===== config.mk =====
export PLATFORM = sky130hd
export DESIGN_NAME = regfile_access_controller
export DESIGN_NICKNAME = d
export VERILOG_FILES = /design/src/rtl/rv32i_regfile_pkg.sv /design/src/rtl/writeback_fifo.sv /design/src/rtl/regfile_access_controller.sv
export SDC_FILE = /design/constraint.sdc
export NUM_CORES = 1
export LEC_CHECK = 0
export CORE_MARGIN = 3
export CORE_UTILIZATION = 48
export DETAILED_ROUTE_END_ITERATION = 12
export GPL_TIMING_DRIVEN = 0
export PLACE_DENSITY = 0.8
export SKIP_CTS_REPAIR_TIMING = 1
export SLEW_MARGIN = 10
export SYNTH_ARGS = -nofsm -noshare
export SYNTH_HDL_FRONTEND = slang
export SYNTH_SLANG_ARGS = --single-unit
export TNS_END_PERCENT = 30

===== constraint.sdc =====
create_clock -name clock -period 9.8 [get_ports clock]
set_clock_uncertainty 0.15 [all_clocks]
set_input_delay 2.94 -clock clock [delete_from_list [all_inputs] [get_ports clock]]
set_output_delay 2.94 -clock clock [all_outputs]
set_load 0.1 [all_outputs]

===== src/rtl/rv32i_regfile_pkg.sv =====
// Shared widths, register constants and the operand-select helper for the RV32I
// register-file access path.
package rv32i_regfile_pkg;
    localparam int XLEN       = 32;
    localparam int REG_ADDR_W = 5;
    localparam int NUM_REGS   = 32;
    localparam logic [REG_ADDR_W-1:0] REG_X0 = '0;

    typedef struct packed {
        logic [REG_ADDR_W-1:0] rd;
        logic [XLEN-1:0]       data;
    } wb_entry_t;

    // x0 is hard-wired to zero; a write landing this cycle beats the stale file value.
    function automatic logic [XLEN-1:0] read_src(
        input logic [REG_ADDR_W-1:0] src,
        input logic [XLEN-1:0]       file_data,
        input logic                  we,
        input logic [REG_ADDR_W-1:0] wsel,
        input logic [XLEN-1:0]       wdata
    );
        if (src == REG_X0) return '0;
        if (we && wsel == src) return wdata;
        return file_data;
    endfunction
endpackage


===== src/rtl/writeback_fifo.sv =====
// Writeback FIFO: power-of-two ring with one extra pointer bit to tell full from
// empty; the head entry is presented combinationally.
module writeback_fifo #(
    parameter int WIDTH = 37,
    parameter int DEPTH = 4
) (
    input  logic             clock,
    input  logic             reset,
    input  logic             push,
    input  logic [WIDTH-1:0] push_data,
    input  logic             pop,
    output logic             full,
    output logic             empty,
    output logic [WIDTH-1:0] head
);
    localparam int AW = $clog2(DEPTH);

    logic [AW:0]                 wr_ptr, rd_ptr;
    logic [DEPTH-1:0][WIDTH-1:0] mem;
    logic                        do_push, do_pop;

    assign empty   = (wr_ptr == rd_ptr);
    assign full    = (wr_ptr[AW] != rd_ptr[AW]) && (wr_ptr[AW-1:0] == rd_ptr[AW-1:0]);
    assign do_push = push && !full;
    assign do_pop  = pop && !empty;
    assign head    = mem[rd_ptr[AW-1:0]];

    always_ff @(posedge clock) begin
        if (!reset) begin
            wr_ptr <= '0;
            rd_ptr <= '0;
        end else begin
            if (do_push) begin
                mem[wr_ptr[AW-1:0]] <= push_data;
                wr_ptr              <= wr_ptr + 1'b1;
            end
            if (do_pop) rd_ptr <= rd_ptr + 1'b1;
        end
    end
endmodule


===== src/rtl/regfile_access_controller.sv =====
// Register-file initiator: issues operand reads with scoreboard hazard checks and
// forwarding, and drains buffered writebacks into the file one per cycle.
module regfile_access_controller
    import rv32i_regfile_pkg::*;
#(
    parameter int WB_DEPTH = 4
) (
    input  logic                  clock,
    input  logic                  reset,
    input  logic                  issue_valid,
    output logic                  issue_ready,
    input  logic [REG_ADDR_W-1:0] issue_rs1,
    input  logic [REG_ADDR_W-1:0] issue_rs2,
    input  logic [REG_ADDR_W-1:0] issue_rd,
    input  logic                  issue_writes_rd,
    output logic                  operand_valid,
    input  logic                  operand_ready,
    output logic [XLEN-1:0]       operand_a,
    output logic [XLEN-1:0]       operand_b,
    output logic [REG_ADDR_W-1:0] operand_rd,
    input  logic                  wb_valid,
    output logic                  wb_ready,
    input  logic [REG_ADDR_W-1:0] wb_rd,
    input  logic [XLEN-1:0]       wb_data,
    output logic [REG_ADDR_W-1:0] rs1,
    output logic [REG_ADDR_W-1:0] rs2,
    input  logic [XLEN-1:0]       register_data_1,
    input  logic [XLEN-1:0]       register_data_2,
    output logic                  write_enable,
    output logic [REG_ADDR_W-1:0] register_write_select,
    output logic [XLEN-1:0]       register_data_write
);
    wb_entry_t           push_entry, head_entry;
    logic                fifo_full, fifo_empty, wb_push;
    logic [NUM_REGS-1:0] pending, pending_nxt;
    logic                raw_1, raw_2, waw, accept;

    assign rs1 = issue_rs1;
    assign rs2 = issue_rs2;

    assign wb_ready   = !fifo_full;
    assign wb_push    = wb_valid && !fifo_full && (wb_rd != REG_X0);
    assign push_entry = '{rd: wb_rd, data: wb_data};

    // Draining is held off while reset is low so the reset cycle never writes the file.
    assign write_enable          = !fifo_empty && reset;
    assign register_write_select = head_entry.rd;
    assign register_data_write   = head_entry.data;

    writeback_fifo #(
        .WIDTH($bits(wb_entry_t)),
        .DEPTH(WB_DEPTH)
    ) u_wb_fifo (
        .clock    (clock),
        .reset    (reset),
        .push     (wb_push),
        .push_data(push_entry),
        .pop      (write_enable),
        .full     (fifo_full),
        .empty    (fifo_empty),
        .head     (head_entry)
    );

    // A RAW hazard resolves in the cycle the head writes the source; WAW waits a cycle more.
    assign raw_1 = (issue_rs1 != REG_X0) && pending[issue_rs1] &&
                   !(write_enable && register_write_select == issue_rs1);
    assign raw_2 = (issue_rs2 != REG_X0) && pending[issue_rs2] &&
                   !(write_enable && register_write_select == issue_rs2);
    assign waw   = issue_writes_rd && (issue_rd != REG_X0) && pending[issue_rd];

    assign issue_ready = (!operand_valid || operand_ready) && !raw_1 && !raw_2 && !waw;
    assign accept      = issue_valid && issue_ready;

    always_comb begin
        pending_nxt = pending;
        if (write_enable) pending_nxt[register_write_select] = 1'b0;
        if (accept && issue_writes_rd) pending_nxt[issue_rd] = 1'b1;
        pending_nxt[REG_X0] = 1'b0;
    end

    always_ff @(posedge clock) begin
        if (!reset) begin
            pending       <= '0;
            operand_valid <= 1'b0;
            operand_a     <= '0;
            operand_b     <= '0;
            operand_rd    <= '0;
        end else begin
            pending <= pending_nxt;
            if (accept) begin
                operand_valid <= 1'b1;
                operand_a     <= read_src(issue_rs1, register_data_1, write_enable,
                                          register_write_select, register_data_write);
                operand_b     <= read_src(issue_rs2, register_data_2, write_enable,
                                          register_write_select, register_data_write);
                operand_rd    <= issue_rd;
            end else if (operand_ready) begin
                operand_valid <= 1'b0;
            end
        end
    end
endmodule


==> results.txt <==
Outcome = completed
Number of H-tree levels = 1
Layout net count = 1275
Cell repeated most along the worst path = clkdlybuf4s50_1
Max frequency = 0.104 GHz
Total number of vias = 8343
Required time at the worst-slack endpoint = 6710 ps
Area enclosed by the die boundary = 0.0264 mm²
Pwr per Cell Area = 246 mW/mm²
Reg-to-reg endpoint = operand_a[14]$_SDFFE_PN0P_
Final number of hold-violating endpoints = 0
Quantity of I/O buffers inserted on ports = 234
Worst-Skew Late Latency = 530 ps
Path type of the worst setup path = in2out
Most frequent cells in the layout = clkdlybuf4s50_1, nand2_1, edfxtp_1
Worst IR Drop VDD = 286 µV
Slew at the pin closest to its max-slew limit = 1260 ps
TritonCTS buffer count = 27
Final standard cell utilization of the core = 65.2%
1st-iter DRT viols = 636
Total detailed-routing wirelength = 31.9 mm
Share of final-layout standard cells stronger than drive strength 1 = 19.7%
Kind of start point of the critical path = input port
Setup violators final = 0
Number of cells on the worst reg-to-reg path = 10
Unrepaired setup endpoints after global routing = false
List of cells traversed by the critical path = clkdlybuf4s50_1, clkbuf_1, mux2_2, a221oi_1, nor3_1, a211oi_1, a2111oi_2, nor2_1, clkdlybuf4s50_1
Number of pins exceeding their max-slew limit in the final report = 0
Root Driver = clkbuf_16
Std-Cell Rows = 56
Area growth from synthesis to layout = 31.8%
Wirelength per Cell = 21.4 µm
Clock-pin slew on the worst setup and hold paths = 60 ps
Hold Path Origin = operand_a[11]$_SDFFE_PN0P_
Final sum of negative setup slack = 0 ps
Detail Route Antenna Nets = 0
Slew margin rel. = 15.2%
Synth Register Bits = 255
Startpoint of the worst-slack reg-to-reg timing path = u_wb_fifo.rd_ptr[0]$_SDFFE_PN0P_
Worst Hold Endpoint = operand_a[11]$_SDFFE_PN0P_
Fill cells = 1805
First-pass GRT wire length = 48.6 mm
Post-Syn Nets = 1008
Area of the multi-input gates = 0.00475 mm²
Die width = 162 µm
TritonCTS clock tree = done
Number of search-and-repair iterations in the first detailed-routing pass = 7
Detailed-route DRC error count = 0
GRT overflow = 0
Combined flip-flop and latch cell area = 0.00659 mm²
Worst hold-check path type = reg2reg
Synthesis Warnings = 0
Final min period = 9650 ps
Critical Path Fanout Max = 10
Arrival @ worst endpoint = 6560 ps
Tot GR Track Use = 23.8%
Period utilisation layout = 98.5%
Cell count of the worst hold path = 2
Leakage component of the power = 0.00534 µW
Weighted congestion at the end of routability-driven global placement = 0.916
IO Pins = 242
Post-synth EDFFs = 148
Combined area of all synthesized cells = 0.0118 mm²
Maximum count of clock buffers along a single path = 3
Setup slack of the critical path after layout = 150 ps
Number of global-route vias before repair = 8518
Max-capacitance violation count = 0
DP Worst Slack = 172 ps
Slowest library cell on the worst path = clkdlybuf4s50_1
Post-detailed-route via-to-cell ratio = 5.60
Core outline area = 0.0238 mm²
Sequential area share after synthesis = 56.0%
Total power of the final layout = 3810 µW
Synth cell types = 47
Initial antenna violation count = 3
Post-synthesis instance total = 881
Post-synthesis async set-or-reset flop share = 0%
CTS sink count = 255
Most common library cell in the layout ignoring fill and taps = clkdlybuf4s50_1
Detailed placer's ending HPWL = 22.4 mm
Overall die height = 162 µm
Top FF cell, synth = edfxtp_1
Largest net degree at the start of global routing = 26
Nature of the critical path endpoint = output pin
Setup slack, reg-to-reg = 6100 ps
Effective utilization at floorplan = 49.5%
CP peak stage delay = 1140 ps
Average cell area after synthesis = 13.3 µm²
-- synthesized netlist by cell type (all sizes together), types with 2 or more instances --
cell type	number	share of area, %
a21oi	33	1.4
a221oi	2	0.15
a22oi	2	0.13
a31o	32	2.4
a31oi	2	0.11
and3	8	0.43
and3b	2	0.15
buf	39	2.5
clkbuf	34	1.1
dfxtp	107	18
edfxtp	148	38
ha	5	0.53
inv	6	0.19
mux2	35	3.4
mux2i	112	9.5
mux4	57	11
nand2	148	4.7
nand2b	3	0.16
nand4	2	0.11
nor2	15	0.48
nor2b	5	0.27
nor3	7	0.49
nor3b	11	0.75
o21ai	4	0.17
or2	33	1.8
xnor2	12	0.96
xor2	5	0.37
-- per-layer routing --
layer	global-route usage, %	share of wire (%)
met5	0	0.028
met4	7.13	2.4
met3	5.87	9.2
met2	38.3	47
met1	32.1	41
-- cell families (layout without fill, tap and decap cells) --
family / after synthesis / in the layout / share of synthesized area (%)
adders and majority gates: 5 / 5 / 0.532
muxes: 204 / 204 / 23.8
xor gates and xnor gates: 17 / 17 / 1.33
other: 0 / 2 / 0
AOI/OAI and AO/OA: 83 / 83 / 4.97
buffers and inverters: 79 / 367 / 3.78
DFF: 255 / 255 / 56.0
and+or+nand+nor: 238 / 238 / 9.53
-- final cells by class --
cell class / instances / share of cell area (%)
Timing Repair Buffer: 238 / 15.7
Clock buffer: 34 / 4.60
Inverter: 6 / 0.145
Antenna cell: 2 / 0.0323
Sequential cell: 255 / 42.5
Buffer: 73 / 2.72
Multi-Input combinational cell: 547 / 30.7
Tap cell: 319 / 2.58
Clock inverter: 16 / 1.04
-- sequential cells by signal, indices dropped and copies added, names as in the netlist --
| register | flops |
|---|---|
| pending | 31 |
| u_wb_fifo.rd_ptr | 3 |
| u_wb_fifo.wr_ptr | 3 |
| operand_b | 32 |
| operand_valid | 1 |
| operand_a | 32 |
| operand_rd | 5 |
| u_wb_fifo.mem | 148 |
-- metrics by stage --
| step | instance area (µm²) | instances | hold slack, ps |
|---|---|---|---|
| floorplan | 11800 | 881 | 349 |
| finish | 15500 | 1490 | 307 |
| global route | 15500 | 1490 | 319 |
| global placement | 14500 | 1434 | 292 |
| CTS | 15500 | 1488 | 308 |
| detailed placement | 14600 | 1438 | 299 |
-- where the power goes --
group | internal (µW) | switching, µW
logic | 444 | 1160
registers | 1180 | 24.8
clock network | 594 | 408
-- worst max-delay path, delay by kind of cell --
family	cells	cell delay, ps
AND/OR/NAND/NOR	2	230
AO/OA/AOI/OAI	3	780
multiplexers	1	410
buffers and inverters	3	2200
-- how the worst max path moves through the flow --
stage	startpoint	to	cells past startpoint	slack [ps]
5_1_grt	issue_rs1[1]	issue_ready	9	2
3_5_place_dp	issue_rs1[1]	issue_ready	9	170
3_3_place_gp	issue_rs1[1]	issue_ready	9	200
2_1_floorplan	issue_rd[0]	issue_ready	7	980
6_report	issue_rs1[1]	issue_ready	9	150
4_1_cts	issue_rs1[1]	issue_ready	9	170
Power figures use the tool's default switching activity.
